==> src/rtl/rs_syndrome_collect.sv <==
`default_nettype none
// ============================================================================
// Module   : rs_syndrome_collect
// Brief    : Latches final RS syndromes on each codeword's last beat and
//            forwards them to the key-equation solver through a small FIFO.
//            Optional macro RS_SYND_ZERO_BYPASS_EN drops error-free frames
//            and counts them in clean_cnt instead.
// Revision : 1.0 - initial release
// ============================================================================
module rs_syndrome_collect #(
   parameter int ROOTS_NUM  = 16,
   parameter int SYMB_WIDTH = 8,
   parameter int FIFO_DEPTH = 2
) (
   input  logic                                  aclk,
   input  logic                                  aresetn,
   input  logic                                  s_tvalid,
   input  logic                                  s_tlast,
   input  logic [ROOTS_NUM-1:0][SYMB_WIDTH-1:0]  syndrome_i,
   output logic                                  m_tvalid,
   input  logic                                  m_tready,
   output logic [ROOTS_NUM-1:0][SYMB_WIDTH-1:0]  m_syndrome,
   output logic                                  m_err,
   output logic [15:0]                           m_frame_id,
   output logic                                  overflow,
   output logic [15:0]                           clean_cnt
);

   localparam int c_PW = (FIFO_DEPTH > 1) ? $clog2(FIFO_DEPTH) : 1;
   localparam int c_CW = $clog2(FIFO_DEPTH + 1);
   localparam logic [c_CW-1:0] c_FULL = c_CW'(FIFO_DEPTH);

   logic [ROOTS_NUM-1:0][SYMB_WIDTH-1:0] r_mem_synd [FIFO_DEPTH];
   logic                                 r_mem_err  [FIFO_DEPTH];
   logic [15:0]                          r_mem_id   [FIFO_DEPTH];
   logic [c_PW-1:0]                      r_wr_ptr;
   logic [c_PW-1:0]                      r_rd_ptr;
   logic [c_CW-1:0]                      r_count;
   logic [15:0]                          r_frame_cnt;
   logic                                 r_overflow;

   logic w_capture;
   logic w_err;
   logic w_keep;
   logic w_store;
   logic w_full;
   logic w_pop;
   logic w_push;
   logic w_drop;

   assign w_capture = s_tvalid && s_tlast;
   assign w_err     = |syndrome_i;
`ifdef RS_SYND_ZERO_BYPASS_EN
   assign w_keep    = w_err;
`else
   assign w_keep    = 1'b1;
`endif
   assign w_store   = w_capture && w_keep;
   assign w_full    = (r_count == c_FULL);
   assign w_pop     = m_tvalid && m_tready;
   // A pop in the same cycle frees the slot, so a full FIFO still accepts.
   assign w_push    = w_store && (!w_full || w_pop);
   assign w_drop    = w_store && w_full && !w_pop;

   always_ff @(posedge aclk) begin
      if (!aresetn) begin
         r_wr_ptr    <= '0;
         r_rd_ptr    <= '0;
         r_count     <= '0;
         r_frame_cnt <= '0;
         r_overflow  <= 1'b0;
         for (int i = 0; i < FIFO_DEPTH; i++) begin
            r_mem_synd[i] <= '0;
            r_mem_err[i]  <= 1'b0;
            r_mem_id[i]   <= '0;
         end
      end else begin
         if (w_capture) begin
            r_frame_cnt <= r_frame_cnt + 16'd1;
         end
         if (w_push) begin
            r_mem_synd[r_wr_ptr] <= syndrome_i;
            r_mem_err[r_wr_ptr]  <= w_err;
            r_mem_id[r_wr_ptr]   <= r_frame_cnt;
            r_wr_ptr             <= r_wr_ptr + c_PW'(1);
         end
         if (w_pop) begin
            r_rd_ptr <= r_rd_ptr + c_PW'(1);
         end
         if (w_push && !w_pop) begin
            r_count <= r_count + c_CW'(1);
         end else if (!w_push && w_pop) begin
            r_count <= r_count - c_CW'(1);
         end
         if (w_drop) begin
            r_overflow <= 1'b1;
         end
      end
   end

`ifdef RS_SYND_ZERO_BYPASS_EN
   logic [15:0] r_clean_cnt;

   always_ff @(posedge aclk) begin
      if (!aresetn) begin
         r_clean_cnt <= '0;
      end else if (w_capture && !w_err) begin
         r_clean_cnt <= r_clean_cnt + 16'd1;
      end
   end

   assign clean_cnt = r_clean_cnt;
`else
   assign clean_cnt = 16'd0;
`endif

   // Outputs come straight from the storage flops at the read pointer.
   assign m_tvalid   = (r_count != '0);
   assign m_syndrome = r_mem_synd[r_rd_ptr];
   assign m_err      = r_mem_err[r_rd_ptr];
   assign m_frame_id = r_mem_id[r_rd_ptr];
   assign overflow   = r_overflow;

endmodule
`default_nettype wire

==> config.mk <==
export PLATFORM = sky130hd
export DESIGN_NAME = rs_syndrome_collect
export DESIGN_NICKNAME = d
export VERILOG_FILES = /design/src/rtl/rs_syndrome_collect.sv
export SDC_FILE = /design/constraint.sdc
export NUM_CORES = 1
export LEC_CHECK = 0
export ABC_AREA = 1
export CORE_UTILIZATION = 43
export CTS_CLUSTER_DIAMETER = 50
export DETAILED_ROUTE_END_ITERATION = 8
export PLACE_DENSITY = 0.69
export SLEW_MARGIN = 10
export SYNTH_ARGS = -nofsm -noshare
export SYNTH_HDL_FRONTEND = slang
export SYNTH_SLANG_ARGS = --single-unit
==> constraint.sdc <==
create_clock -name aclk -period 6.66 [get_ports aclk]
set_clock_uncertainty 0.1 [all_clocks]
set_input_delay 1.332 -clock aclk [delete_from_list [all_inputs] [get_ports aclk]]
set_output_delay 1.332 -clock aclk [all_outputs]
set_load 0.05 [all_outputs]
==> results.json, run 1 <==
{
  "synth.distinct_cells": 27,
  "crit_arrival_ns": 3.10,
  "cp_max_fo": 68,
  "seqPwrFrac_pct": 41.6,
  "muxShareOfSynthArea_pct": 11.7,
  "rows": 65,
  "nNetsFinal": 1599,
  "syn_area_per_cell_um2": 11.8,
  "cp_slowest_cell": "buf_4",
  "maxCapViolCount": 0,
  "clk_pin_slew_ns": 0.06,
  "crit_cells": 3,
  "worst_path_largest_cell_delay_ns": 0.78,
  "irDropWorstVdd_mv": 0.173,
  "track_usage_pct": 18.6,
  "slew_headroom_pct": 29.7,
  "yosys-top-cells-area": "edfxtp_1 62%, mux2_2 12%, nor2_1 10%",
  "vias_per_cell": 4.84,
  "required_ns": 5.23,
  "cp_num_buf_inv": 2,
  "crit_chain": "buf_4 -> mux2_2 -> clkdlybuf4s50_1",
  "drt-total-wl_um": 31700,
  "die_y_um": 182,
  "final.setup.tns_ns": 0,
  "fp.dieW_um": 182,
  "p_int_mw": 3.84,
  "start_util_pct": 44.0,
  "critical_path.endpoint": "m_syndrome[74]",
  "maxSlewViolCount": 0,
  "fillers": 2634,
  "antenna_left": 0,
  "numClockSinks": 312,
  "synth_cells": 1187,
  "power.switching_mw": 1.66,
  "clockBufferDepth": 3,
  "comb_power_share_pct": 24.9,
  "fmax_ghz": 0.221,
  "drt_iter0_markers": 656,
  "hpwlAfterDp_um": 20500,
  "postCtsSetupBuffers": 0,
  "power.share.clock_pct": 33.5,
  "port_buffers": 279,
  "grt_first_pass_wirelength_um": 48100,
  "place_congestion": 0.803,
  "hold_class": "flop to flop",
  "crit_family": "buffers and inverters",
  "root_buffer": "clkbuf_16",
  "r2r-end": "r_mem_synd[0][5]",
  "synth_top_family_by_area": "simple AND/OR/NAND/NOR gates",
  "clock_latency_ns": 0.49,
  "r2r_start": "r_count[1]",
  "drive_above_1_share_pct": 14.6,
  "rrSetupSlack_ns": 3.66,
  "fin_crit_ns": 4.53,
  "grt-ovfl-total": 0,
  "cts_tree": "yes",
  "path_class": "flop to output pin",
  "p_sw_share_pct": 30.2,
  "grt_setup_unrepaired": "no",
  "drt_first_pass_iters": 5,
  "htreeDepth": 2,
  "synthXorXnorAreaFrac_pct": 0.125,
  "grt_start_max_net_pins": 88,
  "grt_pass1_vias": 9124,
  "status": "finished, final reports clean",
  "synth-simple-area-share_pct": 13.1,
  "yosysTopAreaCellShare_pct": 62.0,
  "synth_compound_area_share_pct": 1.20,
  "wl_per_cell_um": 16.8,
  "finalCritPeriodShare_pct": 68.0,
  "fin_ws_ns": 2.13,
  "startpoint_type": "flop",
  "cts-resized-gates": 0,
  "syn_area_um2": 14000,
  "netlist.top_cell.by_area": "edfxtp_1",
  "synth-seq-area-share_pct": 65.4,
  "synth_warnings": 0,
  "io_pins": 296,
  "powerDensity_nw_per_um2": 306,
  "rr_worst_depth": 9,
  "route.detailed.drc": 0,
  "hold_viol_final": 0,
  "endpoint_kind": "output pin",
  "tritoncts.num_buffers": 36,
  "cts_hold_buf": 0,
  "post-place-ws_ns": 2.26,
  "finalSetupViolCount": 0,
  "synth_fa_ha_area_share_pct": 0.179,
  "tightest_slew_ns": 1.05,
  "antenna_found_initial": 1,
  "area_growth_pct": 28.9,
  "vias": 9153,
  "ys_seq_elements": 312,
  "p_leak_nw": 7.16,
  "core-area_um2": 31700,
  "die_area_um2": 33200
}
## synthesized netlist by cell type (all sizes together)
master and n:
dfxtp 24, nor2 389, nand3 19, edfxtp 288, xor2 2, a211oi 1
inv 157, o21ai 15, o31ai 1, nand4 2, nand2 57, nor3 3
clkbuf 1, a31oi 2, a21oi 13, buf 65, ha 2, conb 1
mux2 145
## registers in the layout (all words and copies together), names as in the netlist, named ones only
register     count
overflow         1
r_mem_synd     256
r_mem_err        2
r_mem_id        32
r_count          2
r_rd_ptr         1
r_wr_ptr         1
r_frame_cnt     16
## layout make-up
class | instances | area (µm²) | area share [%]
repair buffers | 290 | 2900 | 16.1
diodes | 1 | 2.50 | 0.0139
clock buffers | 42 | 945 | 5.25
multi-input cells | 667 | 3760 | 20.9
inverters | 157 | 592 | 3.29
clock inverters | 20 | 160 | 0.890
flip-flops and latches | 312 | 9130 | 50.8
well taps | 402 | 503 | 2.80
## how the worst min path moves through the flow
stage                 startpoint      endpoint  slack, ns  depth (start not counted)
global route        r_mem_err[1]  r_mem_err[1]       0.41                          2
detailed placement  r_mem_err[1]  r_mem_err[1]       0.37                          2
finish              r_mem_err[1]  r_mem_err[1]       0.38                          2
floorplan           r_mem_err[1]  r_mem_err[1]       0.34                          2
CTS                 r_mem_err[1]  r_mem_err[1]       0.38                          2
global placement    r_mem_err[0]  r_mem_err[0]       0.36                          2
## through the flow
stage | hold slack, ns | instances | util [%] | area, µm² | total power, mW
after floorplan | 0.344 | 1202 | - | 14000 | 3.26
after global placement | 0.363 | 1828 | 53.2 | 16900 | 3.70
after detailed placement | 0.368 | 1828 | 53.2 | 16900 | 3.70
after CTS | 0.378 | 1890 | 56.7 | 18000 | 5.54
after global routing | 0.414 | 1891 | 56.7 | 18000 | 5.67
final | 0.377 | 1891 | 56.7 | 18000 | 5.50
## logic make-up (layout without fill, tap and decap cells)
logic type,Yosys count,count (layout)
compound gates,32,32
xor+xnor,2,2
fa+ha+maj,2,2
buf+inv,223,509
flops,312,312
mux,145,145
other cells,1,17
simple gates,470,470
## placed cells by master, fill, tap and decap left out, types with 2 or more instances in the layout
cell	count
conb_1	16
dfxtp_1	23
clkdlybuf4s50_1	279
nor3_1	2
mux2_2	145
xor2_1	2
a21oi_1	13
ha_1	2
buf_12	2
a31oi_1	2
edfxtp_1	288
clkbuf_1	5
clkinv_2	5
nand2_1	53
nand2_2	2
nand2_4	2
inv_1	153
nand4_1	2
bufinv_16	2
o21ai_0	14
clkbuf_16	37
clkinv_1	9
nand3_1	17
buf_4	9
nor2_1	388
inv_2	3
## routing by layer
metal / GRT usage, % / share of wire [%]
met5: 0 / 0
met4: 6.22 / 2.8
met3: 3.15 / 5.3
met2: 31.9 / 50
met1: 23.9 / 42
## worst min-delay path, cell delays in order (launching register included)
cell     delay, ns
dfxtp_1       0.31
nand3_1       0.07
nand2_1       0.05
## power by group through the flow
stage / sequential [mW] / clock (mW) / combinational [mW]
6_report: 2.29 / 1.84 / 1.37
5_1_grt: 2.30 / 1.95 / 1.42
4_1_cts: 2.29 / 1.87 / 1.38
3_5_place_dp: 2.33 / 0 / 1.37
3_3_place_gp: 2.32 / 0 / 1.37
2_1_floorplan: 2.32 / 0 / 0.940
No activity file was read; power rests on OpenSTA's default activity.
==> run 2: changes to the inputs <==
==> constraint.sdc (replaced) <==
create_clock -name aclk -period 4.5 [get_ports aclk]
set_clock_uncertainty 0.1 [all_clocks]
set_input_delay 0.9 -clock aclk [delete_from_list [all_inputs] [get_ports aclk]]
set_output_delay 0.9 -clock aclk [all_outputs]
set_load 0.05 [all_outputs]
==> results.json, run 2 (synthesized netlist as in run 1, its figures left out) <==
{
  "status": "finished, final reports clean",
  "hpwlAfterDp_um": 21000,
  "maxCapViolCount": 0,
  "final_cells": 1903,
  "comb_power_share_pct": 24.2,
  "power.switching_mw": 2.53,
  "grt_pass1_vias": 9336,
  "fin_crit_ns": 3.72,
  "port_buffers": 279,
  "vias": 9193,
  "powerDensity_nw_per_um2": 465,
  "post-place-ws_ns": 1.22,
  "slew_headroom_pct": 33.1,
  "route.detailed.drc": 0,
  "p_sw_share_pct": 29.8,
  "fin_ws_ns": 0.781,
  "final_area_um2": 18300,
  "die_area_um2": 33200,
  "largest_reg_flops": 256,
  "final_common_cell": "nor2_1",
  "irDropWorstVdd_mv": 0.362,
  "die_y_um": 182,
  "hold_class": "flop to flop",
  "wl_per_cell_um": 17.2,
  "cts_hold_buf": 0,
  "root_buffer": "clkbuf_16",
  "tritoncts.num_buffers": 37,
  "regMostFlops": "r_mem_synd",
  "grt_setup_unrepaired": "no",
  "reg.largest.list": "r_mem_synd: 256 flops, r_mem_id: 32 flops, r_frame_cnt: 16 flops",
  "placed_cell_area_um2": 17000,
  "drt_first_pass_iters": 4,
  "finalCritPeriodShare_pct": 82.6,
  "rows": 65,
  "io_pins": 296,
  "path_class": "flop to output pin",
  "hold_viol_final": 0,
  "fmax_ghz": 0.269,
  "vias_per_cell": 4.83,
  "drt_iter0_markers": 645,
  "cts-resized-gates": 0,
  "antenna_left": 0,
  "fp.dieW_um": 182,
  "finalSetupViolCount": 0,
  "cp_max_fo": 63,
  "p_int_mw": 5.96,
  "final.setup.tns_ns": 0,
  "grt_first_pass_wirelength_um": 50500,
  "worst_path_largest_cell_delay_ns": 0.73,
  "core-area_um2": 31700,
  "drt-total-wl_um": 32700,
  "endpoint_kind": "output pin",
  "dp.cells": 1835,
  "seqPwrFrac_pct": 39.8,
  "numClockSinks": 312,
  "crit_arrival_ns": 2.72,
  "tightest_slew_ns": 1.00,
  "area_growth_pct": 30.9,
  "grt-ovfl-total": 0,
  "power.total_mw": 8.49,
  "drive_above_1_share_pct": 15.6,
  "required_ns": 3.50,
  "maxSlewViolCount": 0,
  "power.share.clock_pct": 36.0,
  "layout_common_cells": "388 x nor2_1, 288 x edfxtp_1, 279 x clkdlybuf4s50_1, 153 x inv_1, 145 x mux2_2",
  "startpoint_type": "flop",
  "clockBufferDepth": 3,
  "htreeDepth": 2,
  "n_antenna_cell": 0,
  "cp_slowest_cell": "clkdlybuf4s50_1",
  "postCtsSetupBuffers": 0,
  "nNetsFinal": 1607,
  "track_usage_pct": 19.6,
  "crit_chain": "buf_4 -> mux2_2 -> clkdlybuf4s50_1",
  "cts_tree": "yes",
  "clk_pin_slew_ns": 0.06,
  "start_util_pct": 44.0,
  "clock_latency_ns": 0.50,
  "p_leak_nw": 7.29,
  "place_congestion": 0.803,
  "antenna_found_initial": 0,
  "grt_start_max_net_pins": 146
}
## run 2: changes by cell type in the layout (fill, tap and decap cells not counted), sizes merged
cell and delta:
diode -1, clkbuf +4, bufinv +2, clkinv -5, inv +3, buf +7, clkinvlp +2
## run 2: area by class of cell
cell class                 instances  area [µm²]
fill                            2600       13400
sequential                       312        9130
multi-input combinational        667        3770
timing repair buffer             297        2990
clock buffer                      46        1040
inverter                         157         592
tap                              402         503
clock inverter                    22         235
## run 2: worst paths after layout
path / start / end / slack (ns) / cells past startpoint
worst min-delay path: r_mem_err[1] / r_mem_err[1] / 0.37 / 2
worst min register to register: r_mem_err[1] / r_mem_err[1] / 0.37 / 2
worst max register to register: r_count[1] / r_mem_synd[1][108] / 2.36 / 8
worst max-delay path: flop / m_syndrome[107] / 0.78 / 3
## run 2: per-layer routing
layer	routed length, µm	GRT usage (%)	share of wire, %	up-vias
met3	1710	3.25	5.2	45
met1	13700	24.9	42	4435
met5	0	0	0	-
met4	761	5.95	2.3	0
li1	-	-	-	4450
met2	16600	34.1	51	263
## run 2: metrics by stage
stage / hold slack [ns] / utilization [%]
final: 0.372 / 57.6
after global routing: 0.394 / 57.6
after CTS: 0.376 / 57.6
after detailed placement: 0.364 / 53.6
after global placement: 0.364 / 53.6
after floorplan: 0.344 / -
## run 2: critical path: cells and delay by family, from the launching register on
kind / cells / cell delay [ns]
buf+inv: 2 / 1.40
flops: 1 / 0.35
mux: 1 / 0.42
## run 2: power groups by stage
| stage | registers [mW] | clock network (mW) | logic [mW] |
|---|---|---|---|
| 2_1_floorplan | 3.43 | 0 | 1.39 |
| 3_3_place_gp | 3.43 | 0 | 2.06 |
| 3_5_place_dp | 3.44 | 0 | 2.06 |
| 4_1_cts | 3.38 | 3.12 | 2.07 |
| 5_1_grt | 3.39 | 3.23 | 2.14 |
| 6_report | 3.38 | 3.06 | 2.05 |
==> run 3: changes to the inputs <==
==> constraint.sdc (replaced) <==
create_clock -name aclk -period 3.5 [get_ports aclk]
set_clock_uncertainty 0.1 [all_clocks]
set_input_delay 0.7 -clock aclk [delete_from_list [all_inputs] [get_ports aclk]]
set_output_delay 0.7 -clock aclk [all_outputs]
set_load 0.05 [all_outputs]
==> results.json, run 3 (synthesized netlist as in run 1, its figures left out) <==
{
  "finalSetupViolCount": 0,
  "clk_pin_slew_ns": 0.06,
  "hold_class": "flop to flop",
  "cts_tree": "yes",
  "final.setup.tns_ns": 0,
  "maxCapViolCount": 0,
  "die_area_um2": 33200,
  "fillers": 2575,
  "grt_first_pass_wirelength_um": 51200,
  "root_buffer": "clkbuf_16",
  "startpoint_type": "flop",
  "post-place-ws_ns": 0.644,
  "r2r-end": "r_mem_synd[0][43]",
  "fmax_ghz": 0.299,
  "power.total_mw": 11.0,
  "area_growth_pct": 31.9,
  "place_congestion": 0.827,
  "core-area_um2": 31700,
  "postCtsSetupBuffers": 0,
  "met3_usage_pct": 3.33,
  "grt_setup_unrepaired": "no",
  "clockBufferDepth": 3,
  "drt-total-wl_um": 33600,
  "io_pins": 296,
  "start_util_pct": 44.0,
  "rr_worst_depth": 8,
  "hold_start": "r_mem_err[0]",
  "required_ns": 2.70,
  "reg.largest.list": "r_mem_synd: 256 flops, r_mem_id: 32 flops, r_frame_cnt: 16 flops",
  "use_met1_pct": 25.4,
  "wl_per_cell_um": 17.6,
  "cts_hold_buf": 0,
  "antenna_found_initial": 0,
  "n_antenna_cell": 0,
  "layout_common_cells": "388 x nor2_1, 288 x edfxtp_1, 278 x clkdlybuf4s50_1, 153 x inv_1, 145 x mux2_2",
  "drt_iter0_markers": 621,
  "r2r_start": "r_count[1]",
  "track_usage_pct": 20.0,
  "vias_per_cell": 4.91,
  "min_to": "r_mem_err[0]",
  "grt_start_max_net_pins": 148,
  "die_y_um": 182,
  "tightest_slew_ns": 0.802,
  "crit_arrival_ns": 2.54,
  "numClockSinks": 312,
  "tritoncts.num_buffers": 38,
  "slew_headroom_pct": 46.6,
  "rrSetupSlack_ns": 1.51,
  "irDropWorstVdd_mv": 0.379,
  "powerDensity_nw_per_um2": 597,
  "hold-path-cell-count": 2,
  "status": "finished, final reports clean",
  "fin_util_pct": 58.0,
  "p_leak_nw": 7.35,
  "vias": 9368,
  "cts-resized-gates": 0,
  "drive_above_1_share_pct": 15.7,
  "largest_reg_flops": 256,
  "grt-ovfl-total": 0,
  "nNetsFinal": 1612,
  "antenna_left": 0,
  "route.detailed.drc": 0,
  "drt_first_pass_iters": 5,
  "hpwlAfterDp_um": 22500,
  "met2_usage_pct": 34.3,
  "endpoint_kind": "output pin",
  "grt_busiest_layer": "met2",
  "port_buffers": 279,
  "clock_latency_ns": 0.51,
  "maxSlewViolCount": 0,
  "hold_viol_final": 0,
  "htreeDepth": 2,
  "rows": 65,
  "path_class": "flop to output pin",
  "fin_ws_ns": 0.160,
  "final_common_cell": "nor2_1",
  "grt_pass1_vias": 9447,
  "hold_slack_ns": 0.370,
  "fin_crit_ns": 3.34,
  "cp_max_fo": 26,
  "regMostFlops": "r_mem_synd",
  "finalCritPeriodShare_pct": 95.4,
  "fp.dieW_um": 182
}
-- run 3: cell types whose count changed in the layout (fill, tap and decap cells not counted), moves of 2 or more --
cell / change
clkbuf_1: +3
buf_4: -4
inv_4: -2
buf_12: +9
clkbuf_8: -2
-- run 3: worst max-delay path by stage --
stage                  start                 to  slack (ns)  cells after the start
finish                  flop     m_syndrome[83]        0.16                      3
global route            flop     m_syndrome[78]        0.06                      3
CTS                     flop     m_syndrome[78]        0.12                      3
detailed placement   aresetn  r_mem_synd[1][86]        0.64                      6
global placement     aresetn  r_mem_synd[1][86]        0.65                      6
floorplan           s_tvalid     r_mem_id[0][0]        0.59                      8
-- run 3: through the flow --
step,area (µm²),std cells
floorplan,14000,1202
global placement,17100,1839
detailed placement,17100,1839
CTS,18400,1908
global route,18400,1908
finish,18400,1908
-- run 3: power by group --
| group | leakage, nW | switching (mW) | internal [mW] |
|---|---|---|---|
| sequential | 3.19 | 0.0922 | 4.28 |
| clock | 0.619 | 1.51 | 2.44 |
| combinational | 3.54 | 1.66 | 1.00 |
-- run 3: worst max-delay path: stages, from the launching register on --
cell and delay, ns:
dfxtp_4 0.66, buf_4 0.30, mux2_2 0.35, clkdlybuf4s50_1 0.70
-- run 3: area by class of cell --
| type | instances | area [µm²] | area share [%] |
|---|---|---|---|
| clock inverters | 21 | 224 | 1.22 |
| flip-flops and latches | 312 | 9130 | 49.6 |
| repair buffers | 301 | 3130 | 17.0 |
| clock buffers | 48 | 1050 | 5.72 |
| multi-input cells | 667 | 3770 | 20.5 |
| well taps | 402 | 503 | 2.73 |
| inverters | 157 | 592 | 3.22 |
-- run 3: per-layer routing --
metal  part of all wire [%]  routed length (µm)
met1                     42               14000
met2                     49               16600
met3                    5.5                1860
met4                    3.4                1130
met5                      0                   0
==> variant (settings of run 1) <==
Change the parameter `FIFO_DEPTH` from 2 to 4.
--- a/src/rtl/rs_syndrome_collect.sv
+++ b/src/rtl/rs_syndrome_collect.sv
@@ -10,7 +10,7 @@
 module rs_syndrome_collect #(
    parameter int ROOTS_NUM  = 16,
    parameter int SYMB_WIDTH = 8,
-   parameter int FIFO_DEPTH = 2
+   parameter int FIFO_DEPTH = 4
 ) (
    input  logic                                  aclk,
    input  logic                                  aresetn,
Behaviour: not the same (a bounded check fails within 4 cycles, from zero or initial values and one cycle with aresetn low).
==> variant against run 1 <==
  * Routed wire length up 130%
  * Synthesized area up 93%
  * Maximum frequency down 14%
  * Cell area up 79%
  * Sequential cell count up 294
  * Via count up 110%
  * Critical path depth up 1
  * Highest routed layer is now met5
  * Total power up 120%
  * Setup slack worse by 0.75 ns
==> variant: results (changes against run 1) <==
outcome - complete, no violations (unchanged)
GR Layer Usage met2 - 37.3% (was 31.9%)
root buffer cell - clkbuf_16 (unchanged)
crit path capture - m_frame_id[7] (was m_syndrome[74])
largest net degree at the start of global routing - 146 (was 88)
met1 Resource Use GR - 28.2% (was 23.9%)
worst-skew pair later-pin latency - 0.60 ns (was 0.49 ns)
# setup viols final - 0 (unchanged)
Worst R2R End - r_mem_synd[0][85] (was r_mem_synd[0][5])
Synth cell types - 30 (was 27)
XOR/XNOR Fraction of Synth Area - 0.0325% (was 0.125%)
Static Leakage - 11.7 nW (was 7.16 nW)
compound-gate portion of the synthesized area - 9.47% (was 1.20%)
Worst slew margin - 19.9% (was 29.7%)
sequential fraction of the synthesis area - 66.4% (was 65.4%)
M3 GR Usage - 3.71% (was 3.15%)
Post-synth EDFFs - 577 (was 288)
top routing layer used - met5 (was met4)
maximum VDD drop - 202 uV (was 173 uV)
WL met3 - 5020 um (was 1690 um)
Synth Area in Adders - 0.167% (was 0.179%)
WP data arrival - 3.85 ns (was 3.10 ns)
gr usage total - 22.2% (was 18.6%)
clock share of power - 28.4% (was 33.5%)
CP max stage cell - clkdlybuf4s50_1 (was buf_4)
hold slack final - 0.360 ns (was 0.377 ns)
Starting DRT DRC Count - 1,885 (was 656)
Yosys top cell area share - 64.2% (was 62.0%)
post_cts resized - 0 (unchanged)
Crit Path Max Fanout - 100 (was 68)
Total Nets Final - 2,830 (was 1,599)
metal2 WL - 35,600 um (was 15,700 um)
Largest regs - r_mem_synd (512), r_mem_id (64), r_frame_cnt (16) (was r_mem_synd (256), r_mem_id (32), r_frame_cnt (16))
first-pass GRT wire length - 108,000 um (was 48,100 um)
CTS max path bufs - 3 (unchanged)
Synth warnings - 0 (unchanged)
Via-to-Cell Ratio - 5.44 (was 4.84)
Pre-antenna DRT Iters - 8 (was 5)
origin of the critical flop-to-flop path - r_count[1] (unchanged)
GP Congestion - 0.801 (was 0.803)
final WL - 71,600 um (was 31,700 um)
Metal-1 WL - 28,400 um (was 13,400 um)
Seq pwr share - 36.9% (was 41.6%)
Fill cells - 5,286 (was 2,634)
hpwl dp - 39,800 um (was 20,500 um)
cell count after synthesis - 2,500 (was 1,187)
Synth top cells by count - nor2_1, edfxtp_1, o21ai_0 (was nor2_1, edfxtp_1, inv_1)
wire per inst - 20.0 um (was 16.8 um)
Int Power - 7.53 mW (was 3.84 mW)
initial antenna violation count - 3 (was 1)
Placed Cells - 3,463 (was 1,828)
H-tree depth - 3 (was 2)
Crit path largest cell delay - 0.90 ns (was 0.78 ns)
Worst R2R Setup Slack - 3.43 ns (was 3.66 ns)
ranking of synthesized cells by area - edfxtp_1, nor2_1, o21ai_0 (was edfxtp_1, mux2_2, nor2_1)
==> variant: cell types whose count changed in the layout (fill, tap and decap cells not counted), moves of 10 or more <==
cell / change
edfxtp_1: +289
nor2_1: +270
clkbuf_16: +31
nor2_2: +142
nor3_1: +148
o21ai_0: +294
clkbuf_1: +10
nor2_4: +22
mux2_2: -145
o22ai_1: +145
==> variant: area by class of cell <==
class	instances	share of cell area, %
clock buffers	85	5.55
inverters	163	2.01
well taps	837	3.25
diodes	1	0.00778
multi-input cells	1553	23.2
repair buffers	304	9.57
clock inverters	33	0.766
flip-flops and latches	606	55.7
==> variant: through the flow <==
stage	setup WS (ns)	cell area, um^2	power, mW
after global placement	1.96	30100	8.78
after global routing	1.20	32200	12.6
after detailed placement	1.91	30100	8.82
after CTS	1.36	32200	12.3
final	1.38	32200	12.2
after floorplan	0.796	27100	7.35
==> variant: worst min-delay path, stage by stage, from the launching register on <==
cell	delay [ns]
dfxtp_1	0.30
inv_1	0.05
a21oi_1	0.07
